[config.mk]
export PLATFORM = sky130hd
export DESIGN_NAME = mem_master
export DESIGN_NICKNAME = d
export VERILOG_FILES = /design/src/rtl/cpmath_mem_pkg.sv /design/src/rtl/mem_master_arb.sv /design/src/rtl/mem_master.sv
export SDC_FILE = /design/constraint.sdc
export NUM_CORES = 1
export LEC_CHECK = 0
export BUFFER_PORTS_ARGS = -buffer_cell sky130_fd_sc_hd__buf_2
export CAP_MARGIN = 20
export CORE_MARGIN = 2
export CORE_UTILIZATION = 43
export CTS_CLUSTER_DIAMETER = 40
export CTS_CLUSTER_SIZE = 8
export DETAILED_ROUTE_END_ITERATION = 8
export GPL_ROUTABILITY_DRIVEN = 0
export PLACE_DENSITY = 0.77
export SLEW_MARGIN = 20
export SYNTH_ARGS = -nofsm -noshare
export SYNTH_HDL_FRONTEND = slang
export SYNTH_SLANG_ARGS = --single-unit
[constraint.sdc]
create_clock -name clk -period 1.9 [get_ports clk]
set_input_delay 0.285 -clock clk [delete_from_list [all_inputs] [get_ports clk]]
set_output_delay 0.285 -clock clk [all_outputs]
set_load 0.01 [all_outputs]
[src/rtl/cpmath_mem_pkg.sv]
// Shared definitions for the unified word-addressed RAM and its initiator.
package cpmath_mem_pkg;

    localparam int unsigned MEM_DEPTH = 200;
    localparam int unsigned WORD_W    = 32;

    // Instruction opcode field, shared with the RAM image tooling
    localparam int unsigned OPC_MSB = 31;
    localparam int unsigned OPC_LSB = 26;
    localparam int unsigned OPC_W   = OPC_MSB - OPC_LSB + 1;

    // Bit positions inside the one-hot arbiter winner vector
    localparam int unsigned WIN_D  = 0;
    localparam int unsigned WIN_IF = 1;

    typedef enum logic [1:0] {
        IDLE  = 2'd0,
        ISSUE = 2'd1,
        WAIT  = 2'd2,
        RESP  = 2'd3
    } mem_state_e;

    // Request payload latched from the winning port
    typedef struct packed {
        logic              is_d;
        logic              we;
        logic [WORD_W-1:0] addr;
        logic [WORD_W-1:0] wdata;
    } mem_req_t;

    // Width of a counter that must hold 0..max_streak
    function automatic int unsigned streak_width(input int unsigned max_streak);
        return (max_streak < 1) ? 1 : $clog2(max_streak + 1);
    endfunction

    // Extract the opcode field of an instruction word
    function automatic logic [OPC_W-1:0] opcode_of(input logic [WORD_W-1:0] word);
        return word[OPC_MSB:OPC_LSB];
    endfunction

endpackage

[src/rtl/mem_master_arb.sv]
// Fixed-priority arbiter (data first) with a starvation guard for fetch.
module mem_master_arb
    import cpmath_mem_pkg::*;
#(
    parameter int unsigned MAX_STREAK = 2,
    parameter int unsigned SW         = 2
) (
    input  logic          if_req,
    input  logic          d_req,
    input  logic [SW-1:0] streak,
    output logic [1:0]    win_c,
    output logic [SW-1:0] streak_nxt_c
);

    // Data wins unless fetch has waited through MAX_STREAK data grants
    always_comb begin
        win_c        = '0;
        streak_nxt_c = streak;
        if (if_req && (!d_req || (streak == SW'(MAX_STREAK)))) begin
            win_c[WIN_IF] = 1'b1;
            streak_nxt_c  = '0;
        end else if (d_req) begin
            win_c[WIN_D] = 1'b1;
            if (if_req) begin
                streak_nxt_c = streak + SW'(1);
            end
        end
    end

endmodule

[src/rtl/mem_master.sv]
// Two-port (fetch/data) initiator for the unified RAM; one access in flight.
module mem_master
    import cpmath_mem_pkg::*;
#(
    parameter int unsigned DEPTH      = MEM_DEPTH,
    parameter int unsigned READ_LAT   = 1,
    parameter int unsigned MAX_STREAK = 2
) (
    input  logic        clk,
    input  logic        reset,
    input  logic        if_req,
    input  logic [31:0] if_addr,
    output logic        if_gnt,
    output logic        if_rvalid,
    output logic [31:0] if_rdata,
    input  logic        d_req,
    input  logic        d_we,
    input  logic [31:0] d_addr,
    input  logic [31:0] d_wdata,
    output logic        d_gnt,
    output logic        d_rvalid,
    output logic [31:0] d_rdata,
    output logic        err,
    output logic [31:0] adress,
    output logic [31:0] data,
    output logic        memRead,
    output logic        memWrite,
    input  logic [31:0] memOut
);

    localparam int unsigned SW = streak_width(MAX_STREAK);
    localparam int unsigned CW = 2;

    mem_state_e    state;
    mem_req_t      req_q;
    mem_req_t      req_sel_c;
    logic          oor_q;
    logic          sel_oor_c;
    logic          sel_store_c;
    logic [CW-1:0] wait_cnt;
    logic [SW-1:0] streak;
    logic [SW-1:0] streak_nxt_c;
    logic [1:0]    win_c;

    mem_master_arb #(
        .MAX_STREAK (MAX_STREAK),
        .SW         (SW)
    ) u_arb (
        .if_req       (if_req),
        .d_req        (d_req),
        .streak       (streak),
        .win_c        (win_c),
        .streak_nxt_c (streak_nxt_c)
    );

    // Gather the winning port's fields and classify the access
    always_comb begin
        req_sel_c = '0;
        if (win_c[WIN_IF]) begin
            req_sel_c.is_d = 1'b0;
            req_sel_c.addr = if_addr;
        end else begin
            req_sel_c.is_d  = 1'b1;
            req_sel_c.we    = d_we;
            req_sel_c.addr  = d_addr;
            req_sel_c.wdata = d_wdata;
        end
        sel_oor_c   = (req_sel_c.addr >= 32'(DEPTH));
        sel_store_c = req_sel_c.is_d && req_sel_c.we;
    end

    // Access sequencer: grant and strobe, wait out RAM latency, respond
    always_ff @(posedge clk or negedge reset) begin
        if (!reset) begin
            state     <= IDLE;
            req_q     <= '0;
            oor_q     <= 1'b0;
            wait_cnt  <= '0;
            streak    <= '0;
            if_gnt    <= 1'b0;
            d_gnt     <= 1'b0;
            if_rvalid <= 1'b0;
            d_rvalid  <= 1'b0;
            if_rdata  <= '0;
            d_rdata   <= '0;
            err       <= 1'b0;
            adress    <= '0;
            data      <= '0;
            memRead   <= 1'b0;
            memWrite  <= 1'b0;
        end else begin
            if_gnt    <= 1'b0;
            d_gnt     <= 1'b0;
            if_rvalid <= 1'b0;
            d_rvalid  <= 1'b0;
            err       <= 1'b0;
            memRead   <= 1'b0;
            memWrite  <= 1'b0;
            case (state)
                IDLE: begin
                    if (|win_c) begin
                        streak <= streak_nxt_c;
                        req_q  <= req_sel_c;
                        oor_q  <= sel_oor_c;
                        if_gnt <= win_c[WIN_IF];
                        d_gnt  <= win_c[WIN_D];
                        adress <= req_sel_c.addr;
                        data   <= sel_store_c ? req_sel_c.wdata : '0;
                        if (!sel_oor_c) begin
                            memWrite <= sel_store_c;
                            memRead  <= !sel_store_c;
                        end
                        state <= ISSUE;
                    end
                end
                ISSUE: begin
                    if (oor_q || (req_q.is_d && req_q.we)) begin
                        if (req_q.is_d) begin
                            d_rvalid <= 1'b1;
                            d_rdata  <= '0;
                        end else begin
                            if_rvalid <= 1'b1;
                            if_rdata  <= '0;
                        end
                        err   <= oor_q;
                        state <= RESP;
                    end else begin
                        wait_cnt <= '0;
                        state    <= WAIT;
                    end
                end
                WAIT: begin
                    if (wait_cnt == CW'(READ_LAT - 1)) begin
                        if (req_q.is_d) begin
                            d_rvalid <= 1'b1;
                            d_rdata  <= memOut;
                        end else begin
                            if_rvalid <= 1'b1;
                            if_rdata  <= memOut;
                        end
                        state <= RESP;
                    end else begin
                        wait_cnt <= wait_cnt + CW'(1);
                    end
                end
                RESP: begin
                    state <= IDLE;
                end
                default: begin
                    state <= IDLE;
                end
            endcase
        end
    end

endmodule

==> results of run 1 <==
## routing by layer
metal / part of all wire [%] / track usage [%] / up-vias
met4: 1.5 / 7.95 / 0
met1: 40 / 25.6 / 2389
met3: 9.0 / 7.75 / 21
li1: - / - / 2391
met2: 49 / 35.3 / 223
met5: 0 / 0 / -
## repair_timing
| item | 4_1_cts | 5_1_grt |
|---|---|---|
| resized for setup | 0 | 12 |
| endpoints found under the hold margin | 38 | 0 |
| hold buffers | 1 | 0 |
| buffers inserted | 0 | 6 |
| endpoints found under the setup margin | 0 | 47 |
## cell usage in the layout, fill, tap and decap left out, drive strengths merged, types with 4 or more instances in the layout
cell type / Yosys / routed
mux2: 30 / 30
mux2i: 49 / 49
nor4: 11 / 11
inv: 24 / 28
nand2: 77 / 77
and2: 16 / 16
buf: 21 / 295
ha: 5 / 5
a22o: 32 / 32
nor2: 7 / 7
bufinv: 0 / 4
nor3: 5 / 5
clkbuf: 10 / 20
o21ai: 52 / 52
dfrtp: 144 / 144
## state kept, by name, indices dropped and copies added, names as in the netlist, 2 cells and up
| register | count |
|---|---|
| data | 32 |
| state | 2 |
| wait_cnt | 2 |
| if_rdata | 32 |
| req_q | 2 |
| streak | 2 |
| d_rdata | 32 |
| adress | 32 |
## per-stage QoR
stage	hold slack [ns]	setup WS [ns]	instances	util (%)	power, uW
finish	0.0854	0.0316	998	61.6	13300
floorplan	-0.0106	0.104	517	-	7570
global route	0.0708	-0.0240	998	61.6	14200
detailed placement	0.225	0.0412	955	55.9	9540
global placement	0.229	0.105	955	55.9	9380
CTS	0.0666	0.0200	988	60.5	13200
## worst max-delay path: cells and delay by family, from the launching register on
| kind | cells | cell delay, ns |
|---|---|---|
| DFF | 1 | 0.45 |
| buffers and inverters | 3 | 0.45 |
| muxes | 1 | 0.32 |
| AOI/OAI and AO/OA | 1 | 0.28 |
| adders and majority gates | 1 | 0.16 |
| and+or+nand+nor | 1 | 0.07 |
## power groups by stage
stage	combinational, uW	sequential (uW)	clock, uW
4_1_cts	4860	4680	3620
6_report	5100	4700	3550
3_3_place_gp	4700	4680	0
3_5_place_dp	4840	4700	0
5_1_grt	5610	4810	3750
2_1_floorplan	2450	5120	0
## how the worst min path moves through the flow
stage	endpoint	slack, ns	depth (start not counted)
floorplan	adress[0]$_DFFE_PN0P_	-0.01	0
global placement	if_rdata[17]$_DFFE_PN0P_	0.23	1
detailed placement	if_rdata[17]$_DFFE_PN0P_	0.23	1
CTS	data[2]$_DFFE_PN0P_	0.07	2
global route	data[29]$_DFFE_PN0P_	0.07	2
finish	data[17]$_DFFE_PN0P_	0.09	2
## cells by family after synthesis
family	share of synthesized area [%]
simple gates	10.0
mux	14.4
compound gates	11.3
buf+inv	4.62
flops	58.6
fa+ha+maj	1.02
## final cells by class
class | instances | area share, %
antenna | 2 | 0.0583
clock buffer | 18 | 5.00
clock inverter | 14 | 2.38
inverter | 24 | 1.05
multi-input combinational | 318 | 27.0
sequential | 144 | 42.0
tap | 180 | 2.62
timing repair buffer | 298 | 19.9
==> metrics.cfg, run 1 <==
[status]
status = completed

[clocking]
clockRootBuffer = clkbuf_16
clockBufferDepth = 2
clk_pin_slew_ns = 0.06
cts_tree = yes
insertion_delay_ns = 0.41
cts_made_buffers = 17
cts_max_level = 4
cts.sinks = 144

[route]
drc_errors = 0
drt_wl_total_um = 16900
via_count = 5024
first_iter_violations = 279
dr.pass1.iters = 5
via_per_inst = 5.03
drtAntennaViolNets = 0
detail_route.wl_per_cell_um = 16.9

[timing]
hold_violations = 0
grt_setup_unrepaired = yes
finClkSkew_ns = 0.00859
finalCritPeriodShare_pct = 98.3
fin_crit_ns = 1.87
final.setup.tns_ns = 0
max_freq_ghz = 0.535
worstMarginPinSlew_ns = 0.429
slew_headroom_pct = 70.7
setup_violations = 0
drv_slew = 0

[setup_path]
crit_path_max_incr_delay_ns = 0.45
crit_chain = inv_2, ha_4, nand2b_1, buf_4, a21oi_4, clkbuf_16, mux2_1
crit_start = state[0]$_DFFE_PN0P_
critical-path-slowest-cell = dfrtp_2
crit-reg2reg-capture = d_rdata[11]$_DFFE_PN0P_
crit_path_end_kind = flop
rr_worst_depth = 7
crit_fanout = 8
r2r_setup_slack_ns = 0.03
r2r-start = state[0]$_DFFE_PN0P_
cp-endpoint = d_rdata[11]$_DFFE_PN0P_
required_ns = 2.19
critPathKind = reg2reg
arrival_ns = 2.15
cp-start-kind = flop

[pwr]
power_frac_clock_pct = 26.6
combinationalPowerShare_pct = 38.2
power_frac_seq_pct = 35.2
internal_power_uw = 8660
p_leak_uw = 0.00469
power_switching_share_pct = 35.1
power_switching_uw = 4690
vdd_drop_max_uv = 688
cellPowerDensity_nw_per_um2 = 1560

[min_path]
min_path_type = in2reg
min_from = d_wdata[17]

[job]
drv_cap = 0

[placed_design]
numPortBuffers = 267
hpwlAfterDp_um = 12200
placed_area_um2 = 7780

[floorplanning]
core_area_um2 = 13900
die_x_um = 124
die_y_um = 124
start_util_pct = 44.1
dieArea_um2 = 15300
io_pins = 268
rows = 43

[synthesis]
yosys.area.top_type = dfrtp_1
synth_top_area_share_pct = 58.6
synth_common_cells = dfrtp_1 (144), nand2_1 (77), mux2i_1 (49)
synth_edf_count = 0
async_flop_share_pct = 100
syn-cell-area_um2 = 6150
syn_area_per_cell_um2 = 11.9
syn-num-nets = 655
synth_most_common_cell = dfrtp_1
netlist_instances = 517
synth_warnings = 0
synthFlopType = dfrtp_1
synth-seq-area-share_pct = 58.6
netlist_top_cells_area = dfrtp_1 (59%), mux2i_1 (8.0%), nand2_1 (4.7%)
ys_ff_latch = 144
ys_types = 40

[global_routing]
track_usage_pct = 21.4
antenna_found_initial = 3
grt-ovfl-total = 0
first_global_vias = 5012
grt_pass1_wl_um = 25000
grt_max_degree = 63

[layout]
fin_nets = 941
register_area_um2 = 3600
fill_cells = 1141
drive_above_1_share_pct = 43.6
multiInputGateArea_um2 = 2320
area_growth_pct = 39.6
finalInstanceArea_um2 = 8580

No activity file was read; power rests on OpenSTA's default activity.
==> run 2: changes to the inputs <==
CORE_MARGIN = 4   (was 2)
CORE_UTILIZATION = 50   (was 43)
PLACE_DENSITY = 0.85   (was 0.77)
clock period = 2.35 ns   (was 1.9 ns; I/O delays follow)
==> run 2 against run 1 <==
Net effect:
- register-to-register slack better by 0.16 ns
- setup slack better by 0.16 ns
- highest routed layer unchanged
- critical endpoint is now if_rdata[3]$_DFFE_PN0P_
- maximum frequency is 13% lower
- worst hold slack better by 0.067 ns
- largest cell class unchanged
- power is 21% lower
- wire length is 0.56% lower
- core utilization is 7.3 points higher
- critical path depth stayed put
==> metrics.cfg, run 2 (same netlist as run 1, synthesis figures left out) <==
[setup_path]
r2r-start = state[0]$_DFFE_PN0P_
crit_start = state[0]$_DFFE_PN0P_
required_ns = 2.68  ; +0.49 ns
critPathKind = reg2reg
crit_path_end_kind = flop
crit_fanout = 28  ; +20
cp-start-kind = flop
r2r_setup_slack_ns = 0.19  ; +0.16 ns
arrival_ns = 2.49  ; +0.34 ns

[layout]
area_growth_pct = 34.6
final_common_cell = buf_2
fill_cells = 827  ; -28%
drive_above_1_share_pct = 41.1  ; -2.6 points
final_cell_mix = buf_2 (266), dfrtp_1 (144), nand2_1 (76), mux2i_1 (49)
fin_nets = 920  ; -2.2%

[global_routing]
antenna_found_initial = 1  ; -2
first_global_vias = 5297  ; +5.7%
grt-ovfl-total = 0  ; unchanged
track_usage_pct = 24.1  ; +2.7 points
busiest_layer = met2
met1_usage_pct = 28.8  ; +3.2 points
grt_max_degree = 86  ; +37%
met3_usage_pct = 7.93  ; +0.18 points
gr-usage-met2_pct = 40.4  ; +5.0 points
grt_pass1_wl_um = 26900  ; +7.4%

[clocking]
cts_made_buffers = 17  ; unchanged
cts_max_level = 4  ; unchanged
cts.sinks = 144  ; unchanged
clockBufferDepth = 2  ; unchanged
clk_pin_slew_ns = 0.06  ; about the same
clockRootBuffer = clkbuf_16
insertion_delay_ns = 0.42  ; about the same
cts_tree = yes

[placed_design]
hpwlAfterDp_um = 12300  ; +0.37%
numPortBuffers = 267  ; unchanged

[route]
drtAntennaViolNets = 0  ; unchanged
drc_errors = 0  ; unchanged
via_count = 5112  ; +1.8%
first_iter_violations = 356  ; +28%
detail_route.wl_per_cell_um = 17.8  ; +5.3%
via_per_inst = 5.43  ; +7.8%
dr.pass1.iters = 5  ; unchanged
drt_wl_total_um = 16800  ; -0.56%

[timing]
setup_violations = 0  ; unchanged
fin_crit_ns = 2.16  ; +0.291 ns
slew_headroom_pct = 60.1  ; -11 points
hold_ws_ns = 0.152  ; +0.0668 ns
drv_slew = 0  ; unchanged
finalCritPeriodShare_pct = 91.9  ; -6.5 points
finClkSkew_ns = 0.0110  ; +0.00238 ns
hold_violations = 0  ; unchanged
worstMarginPinSlew_ns = 0.598  ; +0.170 ns
final.setup.tns_ns = 0  ; unchanged
max_freq_ghz = 0.463  ; -13%
grt_setup_unrepaired = no

[status]
status = completed

[pwr]
combinationalPowerShare_pct = 35.7  ; -2.5 points
power_frac_seq_pct = 36.3  ; +1.1 points
vdd_drop_max_uv = 879  ; +28%
total_power_uw = 10500  ; -21%
internal_power_uw = 6880  ; -21%
power_switching_uw = 3640  ; -22%
power_frac_clock_pct = 28.0  ; +1.4 points
cellPowerDensity_nw_per_um2 = 1270  ; -18%
power_switching_share_pct = 34.6  ; -0.54 points
p_leak_uw = 0.00457  ; -2.7%

[floorplanning]
core_area_um2 = 12000  ; -14%
start_util_pct = 51.2  ; +7.1 points
die_y_um = 119  ; -3.8%
die_x_um = 119  ; -3.8%
rows = 40  ; -7.0%
io_pins = 268  ; unchanged
dieArea_um2 = 14100  ; -7.4%

[job]
drv_cap = 0  ; unchanged

[min_path]
min_path_type = in2reg
min_from = d_wdata[4]

run 2: worst max-delay path, stage by stage (launching register included):
cell and delay (ns):
dfrtp_1 0.42, inv_1 0.10, ha_1 0.25, nor2b_4 0.21, a211o_2 0.51, buf_4 0.39, nand2_1 0.11, o21ai_1 0.10
run 2: worst paths after layout:
path	to	cells after the start
worst min-delay path	data[4]$_DFFE_PN0P_	2
max in group asynchronous	data[30]$_DFFE_PN0P_	3
worst min register to register	adress[12]$_DFFE_PN0P_	2
worst max register to register	if_rdata[3]$_DFFE_PN0P_	7
min in group asynchronous	if_rdata[15]$_DFFE_PN0P_	2
worst max-delay path	if_rdata[3]$_DFFE_PN0P_	7
run 2: layer usage:
metal | part of all wire (%) | wire, um | vias up
li1 | - | - | 2333
met2 | 50 | 8470 | 267
met4 | 2.2 | 369 | 0
met5 | 0 | 0 | -
met1 | 39 | 6480 | 2482
met3 | 8.8 | 1480 | 30
run 2: power by group through the flow:
stage | Clock [uW] | Sequential [uW] | Combinational [uW]
detailed placement | 0 | 3820 | 3760
floorplan | 0 | 4140 | 1980
finish | 2940 | 3820 | 3760
global placement | 0 | 3790 | 3580
CTS | 2990 | 3810 | 3800
global route | 3110 | 3910 | 4120
run 2: stage by stage:
stage | utilization, % | worst slack (ns) | area [um2] | cells
6_report | 68.9 | 0.191 | 8270 | 942
5_1_grt | 68.9 | 0.0261 | 8270 | 942
4_1_cts | 68.9 | 0.195 | 8270 | 941
3_5_place_dp | 63.3 | 0.248 | 7610 | 909
3_3_place_gp | 63.3 | 0.346 | 7610 | 909
2_1_floorplan | - | 0.554 | 6150 | 517
run 2: final cells by class:
| type | instances | area, um2 | area share [%] |
|---|---|---|---|
| Clock inverter | 10 | 183 | 2.21 |
| Inverter | 24 | 90.1 | 1.09 |
| Tap cell | 147 | 184 | 2.22 |
| Clock buffer | 21 | 470 | 5.69 |
| Antenna cell | 1 | 2.50 | 0.0302 |
| Timing Repair Buffer | 277 | 1470 | 17.8 |
| Sequential cell | 144 | 3600 | 43.6 |
| Multi-Input combinational cell | 318 | 2270 | 27.4 |
run 2: what timing repair did:
item                                   in CTS  in global routing
resized for setup                           0                  0
hold buffers                                1                  0
setup buffers                               0                  0
endpoints found under the hold margin      52                  0
